`src/rtl/uart_rx.sv`:
```
// 8N1 UART receiver: synchronised rx line, centre-sampled bits, LSB first.
// Latency: rx_valid rises one clk after the stop-bit sample.
// Backpressure: single holding register; a byte arriving while it is full is dropped with an overrun pulse.
module uart_rx #(
  parameter int BAUD_DIV    = 434,
  parameter int SYNC_STAGES = 2
) (
  input  logic       clk,
  input  logic       rst,
  input  logic       rx,
  output logic [7:0] rx_data,
  output logic       rx_valid,
  input  logic       rx_ready,
  output logic       frame_err,
  output logic       overrun,
  output logic       busy
);

  localparam int CW = $clog2(BAUD_DIV + 1);
  localparam logic [CW-1:0] HALF_LOAD = CW'(BAUD_DIV / 2 - 1);
  localparam logic [CW-1:0] FULL_LOAD = CW'(BAUD_DIV - 1);

  typedef enum logic [2:0] {
    S_IDLE,
    S_START,
    S_DATA,
    S_STOP,
    S_BREAK
  } state_t;

  state_t                 r_state;
  state_t                 w_next;
  logic [SYNC_STAGES-1:0] r_sync;
  logic [CW-1:0]          r_cnt;
  logic [2:0]             r_bit_cnt;
  logic [7:0]             r_shift;
  logic                   w_rx_s;
  logic                   w_tick;
  logic                   w_start;
  logic                   w_deliver;
  logic                   w_frame_bad;

  assign w_rx_s = r_sync[SYNC_STAGES-1];
  assign busy   = (r_state != S_IDLE);

  // Sample events only exist while a frame is being timed.
  assign w_tick = ((r_state == S_START) || (r_state == S_DATA) || (r_state == S_STOP))
                  && (r_cnt == '0);

  // Input synchroniser; resets to the idle (high) line level.
  always_ff @(posedge clk) begin
    if (rst) begin
      r_sync <= '1;
    end else begin
      r_sync <= {r_sync[SYNC_STAGES-2:0], rx};
    end
  end

  // FSM state register.
  always_ff @(posedge clk) begin
    if (rst) begin
      r_state <= S_IDLE;
    end else begin
      r_state <= w_next;
    end
  end

  // Next-state logic plus the strobes that drive the datapath.
  always_comb begin
    w_next      = r_state;
    w_start     = 1'b0;
    w_deliver   = 1'b0;
    w_frame_bad = 1'b0;
    case (r_state)
      S_IDLE: begin
        if (!w_rx_s) begin
          w_start = 1'b1;
          w_next  = S_START;
        end
      end
      S_START: begin
        // A start bit that is high again at its centre is a glitch.
        if (w_tick) begin
          w_next = w_rx_s ? S_IDLE : S_DATA;
        end
      end
      S_DATA: begin
        if (w_tick && (r_bit_cnt == 3'd7)) begin
          w_next = S_STOP;
        end
      end
      S_STOP: begin
        if (w_tick) begin
          if (w_rx_s) begin
            w_deliver = 1'b1;
            w_next    = S_IDLE;
          end else begin
            w_frame_bad = 1'b1;
            w_next      = S_BREAK;
          end
        end
      end
      S_BREAK: begin
        // Hold off until the line goes idle so a long low produces one error only.
        if (w_rx_s) begin
          w_next = S_IDLE;
        end
      end
      default: w_next = S_IDLE;
    endcase
  end

  // Baud counter: half-bit load on start detect, full-bit reload on every sample.
  always_ff @(posedge clk) begin
    if (rst) begin
      r_cnt <= '0;
    end else if (w_start) begin
      r_cnt <= HALF_LOAD;
    end else if ((r_state == S_IDLE) || (r_state == S_BREAK)) begin
      r_cnt <= '0;
    end else if (r_cnt == '0) begin
      r_cnt <= FULL_LOAD;
    end else begin
      r_cnt <= r_cnt - 1'b1;
    end
  end

  // Bit counter and LSB-first shift register.
  always_ff @(posedge clk) begin
    if (rst) begin
      r_bit_cnt <= '0;
      r_shift   <= '0;
    end else if ((r_state == S_START) && w_tick) begin
      r_bit_cnt <= '0;
    end else if ((r_state == S_DATA) && w_tick) begin
      r_shift   <= {w_rx_s, r_shift[7:1]};
      r_bit_cnt <= r_bit_cnt + 3'd1;
    end
  end

  // Holding register and error pulses; a drain in the delivery cycle makes room.
  always_ff @(posedge clk) begin
    if (rst) begin
      rx_data   <= 8'h00;
      rx_valid  <= 1'b0;
      frame_err <= 1'b0;
      overrun   <= 1'b0;
    end else begin
      frame_err <= w_frame_bad;
      overrun   <= w_deliver && rx_valid && !rx_ready;
      if (w_deliver && (!rx_valid || rx_ready)) begin
        rx_data  <= r_shift;
        rx_valid <= 1'b1;
      end else if (rx_valid && rx_ready) begin
        rx_valid <= 1'b0;
      end
    end
  end

endmodule

```
`config.mk`:
```
export PLATFORM = sky130hd
export DESIGN_NAME = uart_rx
export DESIGN_NICKNAME = d
export VERILOG_FILES = /design/src/rtl/uart_rx.sv
export SDC_FILE = /design/constraint.sdc
export NUM_CORES = 1
export LEC_CHECK = 0
export ABC_AREA = 1
export ABC_CLOCK_PERIOD_IN_PS = 1800
export CAP_MARGIN = 20
export CELL_PAD_IN_SITES_DETAIL_PLACEMENT = 1
export CELL_PAD_IN_SITES_GLOBAL_PLACEMENT = 2
export CORE_MARGIN = 2
export CORE_UTILIZATION = 33
export CTS_BUF_LIST = sky130_fd_sc_hd__clkbuf_4 sky130_fd_sc_hd__clkbuf_8
export DETAILED_ROUTE_END_ITERATION = 16
export PLACE_DENSITY_LB_ADDON = 0.05
export SETUP_SLACK_MARGIN = 0.02
export SLEW_MARGIN = 30
export SYNTH_ARGS = -nofsm -noshare
export SYNTH_HDL_FRONTEND = slang
export SYNTH_SLANG_ARGS = --single-unit
```
`constraint.sdc`:
```
create_clock -name clk -period 1.8 [get_ports clk]
set_input_delay 0.36 -clock clk [delete_from_list [all_inputs] [get_ports clk]]
set_output_delay 0.36 -clock clk [all_outputs]
set_load 0.03 [all_outputs]
```
==> run summary <==
Synth top area cells - dfxtp_1, nor2_1, nand2_1
Crit path buffers/inverters - 1
Input/output buffers - 15
Most frequent cell after synthesis - nor2_1
Final worst slack - 0.131 ns
CTS tree - built
Initial DRC count - 47
Clk slew on worst S/H paths - 0.07 ns
Dpl ws - -0.00152 ns
Placed cells - 285
Tmin final - 1.67 ns
Synth cell types - 24
Vias in the first global route - 1447
Clock Sinks - 36
Status - finished clean
CTS H-tree depth - 2
Final net count - 247
Pins Over Slew Limit - 0
Max_cap viols - 0
Critical path class - flop to primary output
Tightest Pin Transition - 0.325 ns
Antenna viol nets, final - 0
Hold Vio Cnt, Final - 0
DRC Markers - 0
Initial Utilization - 33.8%
#FFs+latches synth - 36
GRT Total Usage - 15.8%
Startpoint type of the worst setup path - flop
Full die area - 5300 um^2
Asr flop ratio synth - 0%
Largest net degree at the start of global routing - 18
Utilization after layout - 42.1%
CTS hold repair buffers - 0
Site Rows - 25
Clk_lat worst skew - 0.29 ns
Static leakage - 0.816 nW
Top Family by Delay on Critical Path - buffers and inverters
Syn Nets - 223
DR vias - 1409
Post-Route WL - 3780 um
Number of synthesized flops with an enable pin - 0
Share of cells above drive strength 1 - 12.0%
WL/cell - 12.8 um
Hold WC Path Type - flop to flop
Top cells by count, synth - nor2_1, nand2_1, dfxtp_1
First-pass GRT wire length - 6410 um
Core area - 4630 um^2
Initial DRT Pass Iterations - 4
Clock buffer count from CTS - 5
CP required - 1.44 ns
Worst Setup End Kind - primary output
Root Driver - clkbuf_8
Syn-to-layout area delta - 24.8%
Worst Skew - 0.00713 ns
Die W - 72.8 um
GP Congestion - 0.794
Vias/cell - 4.78
Synthesized instance count - 216
Final non-filler cell total - 295
Synthesized area - 1560 um^2
Fmax - 0.599 GHz
Syn_area_per_cell - 7.23 um^2
Post-synthesis sequential area ratio - 46.1%
Max Buffers Root-to-Sink - 2
Slew margin rel. - 78.3%
Pwr/cell area - 1870 nW/um^2
RSZ-0062 raised after global routing - false
CP Data Arrival Time - 1.31 ns
Top-area cell type share of the netlist area - 46.1%
Antenna violations before repair - 0
Worst Path Max Fanout - 2
Antenna cells - 0
Ys flop type - dfxtp_1
Detailed Place HPWL - 2920 um
Synthesis warning total - 0
Largest stage delay, worst path - 0.68 ns
Synth area leader - dfxtp_1
Die Height - 72.8 um
Tcrit/Tclk final - 92.7%
CP cell instances - clkdlybuf4s50_1
Final setup violation count - 0
IO Pins - 16
Slowest-stage cell, CP - clkdlybuf4s50_1
GRT overflow - 0
VDD IR max - 0.000650 V
## timing repair
action,4_1_cts,5_1_grt
setup endpoints to repair,9,22
resized for setup,4,4
pin swaps,1,2
buffers inserted,1,1
## registers in the layout, summed over array words and instances, names as in the netlist
name	flops
r_cnt	9
frame_err	1
r_sync	2
r_state	3
r_shift	8
rx_valid	1
rx_data	8
r_bit_cnt	3
overrun	1
## logic make-up (layout without fill, tap and decap cells)
| logic type | Yosys count | after routing | share of synthesized area [%] |
|---|---|---|---|
| XOR/XNOR | 1 | 1 | 0.561 |
| buffers and inverters | 33 | 58 | 8.57 |
| AND/OR/NAND/NOR | 107 | 107 | 30.4 |
| flip-flops | 36 | 36 | 46.1 |
| adder cells (fa/ha/maj) | 3 | 3 | 2.40 |
| AO/OA/AOI/OAI | 36 | 36 | 11.9 |
## layout by cell type, fill, tap and decap left out, drive strengths merged, types with 2 or more instances in the layout
cell type / count
dfxtp: 36
nand2: 42
buf: 7
nand3: 11
nor2: 45
ha: 3
clkdlybuf4s50: 14
nor3: 3
a21oi: 17
clkbuf: 5
inv: 28
a31oi: 2
or2: 4
nand4: 2
o21ai: 17
## metal layers
metal  vias to the layer above  routed length, um  track usage, %
met1                       661               1720            18.4
met3                         5                119            3.87
li1                        726                  -               -
met5                         -                  0               0
met2                        17               1890            28.3
met4                         0                 51            4.94
## per-stage QoR
stage | hold WS, ns | total power, mW | TNS, ns | instance area, um^2
final | 0.416 | 3.65 | 0 | 1950
after CTS | 0.422 | 3.62 | 0 | 1910
after detailed placement | 0.406 | 2.85 | -0.00152 | 1790
after floorplan | 0.389 | 2.37 | 0 | 1560
after global placement | 0.403 | 2.78 | 0 | 1790
after global routing | 0.428 | 3.99 | 0 | 1950
## cell type report
type	count	area, um^2
timing repair buffer	22	218
tap	54	67.6
multi-input combinational	147	728
sequential	36	721
clock inverter	3	42.5
fill	596	2680
inverter	28	105
clock buffer	5	68.8
## final timing paths
check | start | depth (start not counted) | to | slack, ns
setup / recovery | rx_data[3] | 1 | rx_data[3] | 0.13
hold / removal | r_sync[0] | 1 | r_sync[1] | 0.42
setup reg to reg | r_cnt[0] | 10 | rx_data[4] | 0.17
hold reg to reg | r_sync[0] | 1 | r_sync[1] | 0.42
## power breakdown
part           internal (mW)  total, mW  switching [mW]
logic                  0.660       1.77            1.11
clock network          0.410      0.710           0.300
registers               1.00       1.17           0.168
total                   2.07       3.65            1.58
Note: power is estimated with default switching activity, not from simulation.
